File: src/rtl/lpf32_abs.sv
// Four-tap moving-average low-pass filter on a 32-bit signed stream, plus an
// independent combinational saturating absolute-value path.
module lpf32_abs (
  input  logic               i_clock,
  input  logic               i_RESET,
  input  logic signed [31:0] i_data,
  output logic signed [31:0] o_mean,
  input  logic signed [31:0] i_number,
  output logic signed [31:0] o_number
);

  localparam int DATA_W = 32;
  localparam int SUM_W  = DATA_W + 2;

  logic signed [DATA_W-1:0] tap_p0, tap_p1, tap_p2, tap_p3;
  logic signed [SUM_W-1:0]  sum_p0;

  function automatic logic signed [SUM_W-1:0] sext(input logic signed [DATA_W-1:0] x);
    return {{(SUM_W-DATA_W){x[DATA_W-1]}}, x};
  endfunction

  // Arithmetic shift floors toward minus infinity; the quotient of four
  // 32-bit values always fits back into 32 bits, so truncation is lossless.
  function automatic logic signed [DATA_W-1:0] mean_floor4(input logic signed [SUM_W-1:0] s);
    return DATA_W'(s >>> 2);
  endfunction

  // The most negative value has no positive counterpart; clamp it.
  function automatic logic signed [DATA_W-1:0] abs_sat(input logic signed [DATA_W-1:0] x);
    logic signed [DATA_W-1:0] r;
    if (x == {1'b1, {(DATA_W-1){1'b0}}})
      r = {1'b0, {(DATA_W-1){1'b1}}};
    else if (x < 0)
      r = -x;
    else
      r = x;
    return r;
  endfunction

  // Stage p0..p3: sample history, newest in tap_p0
  always_ff @(posedge i_clock or posedge i_RESET) begin
    if (i_RESET) begin
      tap_p0 <= '0;
      tap_p1 <= '0;
      tap_p2 <= '0;
      tap_p3 <= '0;
    end else begin
      tap_p3 <= tap_p2;
      tap_p2 <= tap_p1;
      tap_p1 <= tap_p0;
      tap_p0 <= i_data;
    end
  end

  always_comb begin
    sum_p0 = sext(tap_p0) + sext(tap_p1) + sext(tap_p2) + sext(tap_p3);
    o_mean = mean_floor4(sum_p0);
  end

  assign o_number = abs_sat(i_number);

endmodule

File: config.mk
export PLATFORM = sky130hd
export DESIGN_NAME = lpf32_abs
export DESIGN_NICKNAME = d
export VERILOG_FILES = /design/src/rtl/lpf32_abs.sv
export SDC_FILE = /design/constraint.sdc
export NUM_CORES = 1
export LEC_CHECK = 0
export BUFFER_PORTS_ARGS = -buffer_cell sky130_fd_sc_hd__clkbuf_2
export CAP_MARGIN = 30
export CORE_MARGIN = 1.5
export CORE_UTILIZATION = 34
export CTS_BUF_LIST = sky130_fd_sc_hd__clkbuf_8
export DETAILED_ROUTE_END_ITERATION = 8
export GPL_TIMING_DRIVEN = 0
export SLEW_MARGIN = 40
export SYNTH_ARGS = -nofsm -noshare
export SYNTH_HDL_FRONTEND = slang
export SYNTH_SLANG_ARGS = --single-unit
File: constraint.sdc
create_clock -name i_clock -period 10.4 [get_ports i_clock]
set_input_delay 0 -clock i_clock [delete_from_list [all_inputs] [get_ports i_clock]]
set_output_delay 0 -clock i_clock [all_outputs]
set_load 0.02 [all_outputs]
=== After elaboration in Yosys (flattened, before gate mapping) ===
Index checks and enable logic that the tools add are counted.

* Bits in latches: 0
* Logic and storage cells: 12
* Output and inout port bits: 64
* ROM bits: 0
* Memories: 0
* Memory bits (writable): 0
* Flip-flop bits (word level): 128
* Bits of input ports: 66

* Eq/ne operators: 1
* Reductions and logical operators: 0
* $lt $le $gt $ge: 1
* Divide/modulo/power cells: 0
* Bitwise gates (word level): 0
* Add/subtract/negate cells: 4
* Multiply operators: 0
* Muxes and demuxes: 2
* Shifts and indexed selects: 0

{| class="wikitable"
|+ Operators with widths
! cell !! count
|-
| 32-bit two-way mux || 2
|-
| 33-bit by 32-bit adder with 34-bit output || 1
|-
| 34-bit by 32-bit adder with 34-bit output || 1
|-
| 32-bit by 32-bit adder with 33-bit output || 1
|-
| 32-bit equality test, second input constant || 1
|-
| 32-bit by 1-bit < comparator with 1-bit output, second input constant || 1
|-
| 32-bit negation || 1
|}

=== Longest topological paths before layout ===
* Depth after elaboration: 3
* Gate-level depth with buffers: 13
* Mapped depth without buffers: 13

=== Worst setup path after synthesis ===
No wires, ideal clock.

* Path kind: register to output
* From: reg tap_p0[1]
* To: out o_mean[29]
* Required time: 10.400 ns
* Arrival: 3.622 ns
* Stages on the path, launching flop included: 14
* Setup slack: 6.778 ns
* Buffers on the path: 0
* Cells stage by stage: dfrtp_1 > inv_1 > fa_1 > inv_1 > fa_1 > and3b_1 > fa_1 > a21o_1 > a221oi_4 > o221ai_2 > o211a_1 > or3_1 > a21oi_1 > xnor2_1

* Longest elaborated chain between the ends: 3

{| class="wikitable"
|+ Ends and longest elaborated chain
! what !! line !! text
|-
| from (decl) || 15 || <nowiki>logic signed [DATA_W-1:0] tap_p0, tap_p1, tap_p2, tap_p3;</nowiki>
|-
| from (signal assigned) || 51 || <nowiki>tap_p0 <= i_data;</nowiki>
|-
| 32-bit by 32-bit adder with 33-bit output || 56 || <nowiki>sum_p0 = sext(tap_p0) + sext(tap_p1) + sext(tap_p2) + sext(tap_p3);</nowiki>
|-
| 33-bit by 32-bit adder with 34-bit output || 56 ||
|-
| 34-bit by 32-bit adder with 34-bit output || 56 ||
|-
| to (decl) || 7 || <nowiki>output logic signed [31:0] o_mean,</nowiki>
|}

No other way between the ends.

=== Worst setup path after layout ===
* From: reg tap_p0[5]
* To: out o_mean[30]

The elaborated chain is that of the path after synthesis.

==> reports/metrics.csv <==
metric,value,unit
via count,5693,
critical path launch point,tap_p0[5],
CTS Sinks,128,
total track usage,14.2,%
post-cts sizing count,0,
Post-synth ARST share,100,%
initial drt markers,200,
Synth area leaders,"dfrtp_1 (40%), fa_1 (16%), inv_1 (8.7%)",
Sw Pwr,0.865,mW
Yosys cell types,62,
setup violators final,0,
num ports,130,
worst slew pin tran,0.603,ns
Fin Clk Skew,0.00972,ns
Synth area leader,dfrtp_1,
"Reg clk slew, reported paths",0.08,ns
initial antenna violation count,0,
die area,24200,sq um
hold slack,0.104,ns
Cell Int Power,1.13,mW
Max Buffers Root-to-Sink,2,
Max Slew Vio Count,0,
DRC,0,
RSZ-0062 raised after global routing,false,
maximum clock rate,221,MHz
power share of the clock group,22.6,%
gr ovfl total,0,
Worst slew margin,58.8,%
Worst Path Arrival,4.52,ns
fin crit share,43.5,%
Tot Pwr,1.99,mW
post-synth top area share,40.5,%
P&R area growth vs syn,22.4,%
later-pin clock latency in the skew report,0.45,ns
Post-synth EDFFs,0,
crit path kind,reg2out,
FP Rows,55,
Buffers on Ports,128,
fin crit period,4.52,ns
Critical Path Source Type,flip-flop,
CTS buffer count,17,
chip width,156,um
Seq pwr share,26.8,%
startpoint of the worst-slack reg-to-reg timing path,tap_p0[30],
CP max FO,5,
Placed Area,8950,sq um
Peak VDD IR,0.166,mV
global-route wire length before repair,27.1,mm
final worst setup slack,5.88,ns
Setup WS pre-CTS,6.32,ns
Worst EP required,10.40,ns
Nets,1121,
"Core Util, Final",42.7,%
vias in the first global route,5667,
Sw Ratio,43.4,%
"Largest stage delay, worst path",0.55,ns
sequential-to-total area share from yosys stat,40.5,%
CP Capture Type,output port,
MaxCap Viol Count,0,
"non-filler cells, final",1255,
RePlAce Congestion,0.828,
P per Cell Area,206,nW/um^2
CP max stage cell,a311oi_1,
design area,9690,sq um
Post-Syn Area per Cell,10.2,sq um
mean routed wirelength per cell,12.9,um
DP Cell Count,1191,
number of routed nets with antenna violations,0,
status,completed,
Mapped Cells,777,
routed wire length,16.2,mm
synth warn,0,
Core Area,22700,sq um
Main synth FF type,dfrtp_1,
Pleak,4.98,nW
crit-path cells,inv_1 > fa_1 > inv_1 > fa_1 > ha_1 > a21o_1 > a311oi_1 > nor4_1 > o22ai_1 > a311oi_1 > nor3_1 > xnor2_1 > clkbuf_2,
Yosys reg bits,128,
detailed placer's ending HPWL,12.7,mm
Mapped Area,7920,sq um
HP Class,in2async,
DRT Pass-1 Iters,4,
Fin. Hold Viols,0,
CTS tree,built,
CTS Root Buffer Type,clkbuf_8,
diodes inserted,0,
Initial Utilization,34.9,%
Mapped Nets,940,
CTS H-tree lvls,4,
Fin Setup TNS,0,ns
pin count of the biggest net entering global routing,74,
vias per inst,4.54,
ratio of cells with drive above 1 in the final layout,19.4,%
logic gate share of total power,50.6,%
Die Height,156,um
synth_stat cells, types with 3 or more instances:
| cell type | count |
|---|---|
| o21ai_0 | 26 |
| clkbuf_1 | 18 |
| a211oi_1 | 4 |
| fa_1 | 65 |
| a21o_1 | 17 |
| nand4_1 | 9 |
| xnor2_1 | 21 |
| o21a_1 | 7 |
| o21ai_1 | 6 |
| a221oi_1 | 3 |
| a311oi_1 | 4 |
| and4_1 | 3 |
| nor3_1 | 11 |
| nand2_1 | 59 |
| nand3_1 | 6 |
| ha_1 | 32 |
| o31ai_2 | 5 |
| xor2_1 | 27 |
| o21bai_1 | 4 |
| and3_1 | 5 |
| a21oi_1 | 42 |
| or3_1 | 3 |
| o31ai_1 | 5 |
| mux2i_1 | 3 |
| nor2_1 | 32 |
| nor2b_1 | 3 |
| buf_2 | 3 |
| dfrtp_1 | 128 |
| inv_1 | 183 |
cell usage in the layout, fill, tap and decap left out, types with 9 or more instances in the layout:
master         synthesis  final
ha_1                  32     32
nor3_1                11     11
o21ai_0               26     26
nand4_1                9      9
xor2_1                27     27
nor2_1                32     32
nand2_1               59     59
fa_1                  65     65
clkbuf_1              18     18
clkbuf_2               0    128
dfrtp_1              128    128
clkbuf_8               0     18
xnor2_1               21     21
a21o_1                17     17
a21oi_1               42     42
dlygate4sd3_1          0     33
inv_1                183    182
worst max-delay path: cells and delay by family, from the launching register on:
family,cells,cell delay [ns]
AO/OA/AOI/OAI,4,1.45
XOR/XNOR,1,0.22
adder cells (fa/ha/maj),3,1.36
buffers and inverters,3,0.35
flip-flops,1,0.35
AND/OR/NAND/NOR,2,0.35
registers in the layout (all words and copies together) (netlist names):
| name | count |
|---|---|
| tap_p2 | 32 |
| tap_p3 | 32 |
| tap_p1 | 32 |
| tap_p0 | 32 |
per-layer routing:
layer / GRT usage [%] / part of all wire, %
met5: 0 / 0
met4: 4.17 / 1.4
met3: 3.72 / 3.7
met2: 22.7 / 47
met1: 19.1 / 48
cell type report:
cell class | instances | area, sq um
fill | 2201 | 13000
multi-input combinational | 445 | 3940
sequential | 128 | 3200
timing repair buffer | 162 | 998
inverter | 183 | 694
tap | 285 | 357
clock buffer | 18 | 248
clock inverter | 13 | 163
buffer | 21 | 82.6
path summary, 6_finish.rpt:
check                                   to  slack [ns]  depth (start not counted)
worst min register to register  tap_p3[25]        0.37                          0
min in group i_clock            tap_p0[24]        0.19                          2
worst max-delay path            o_mean[30]        5.88                         13
max in group asynchronous       tap_p3[30]        9.60                          4
worst max register to register  tap_p1[30]        9.85                          0
worst min-delay path            tap_p1[15]        0.10                          3
power groups by stage:
stage / sequential [mW] / combinational (mW) / clock, mW
final: 0.535 / 1.01 / 0.450
after global routing: 0.538 / 1.11 / 0.489
after CTS: 0.535 / 1.02 / 0.467
after detailed placement: 0.545 / 1.00 / 0
after global placement: 0.544 / 0.994 / 0
after floorplan: 0.541 / 0.704 / 0
kinds of logic (layout without fill, tap and decap cells):
family,Yosys count,count (layout),synth area share [%]
simple gates,151,151,9.96
xor+xnor,48,48,5.31
compound gates,145,145,12.5
buf+inv,204,397,9.72
mux,4,4,0.522
flops,128,128,40.5
fa+ha+maj,97,97,21.5
what timing repair did:
action	CTS	global route
buffers inserted	0	0
endpoints found under the hold margin	160	0
hold buffers	33	0
No activity file was read; power rests on OpenSTA's default activity.
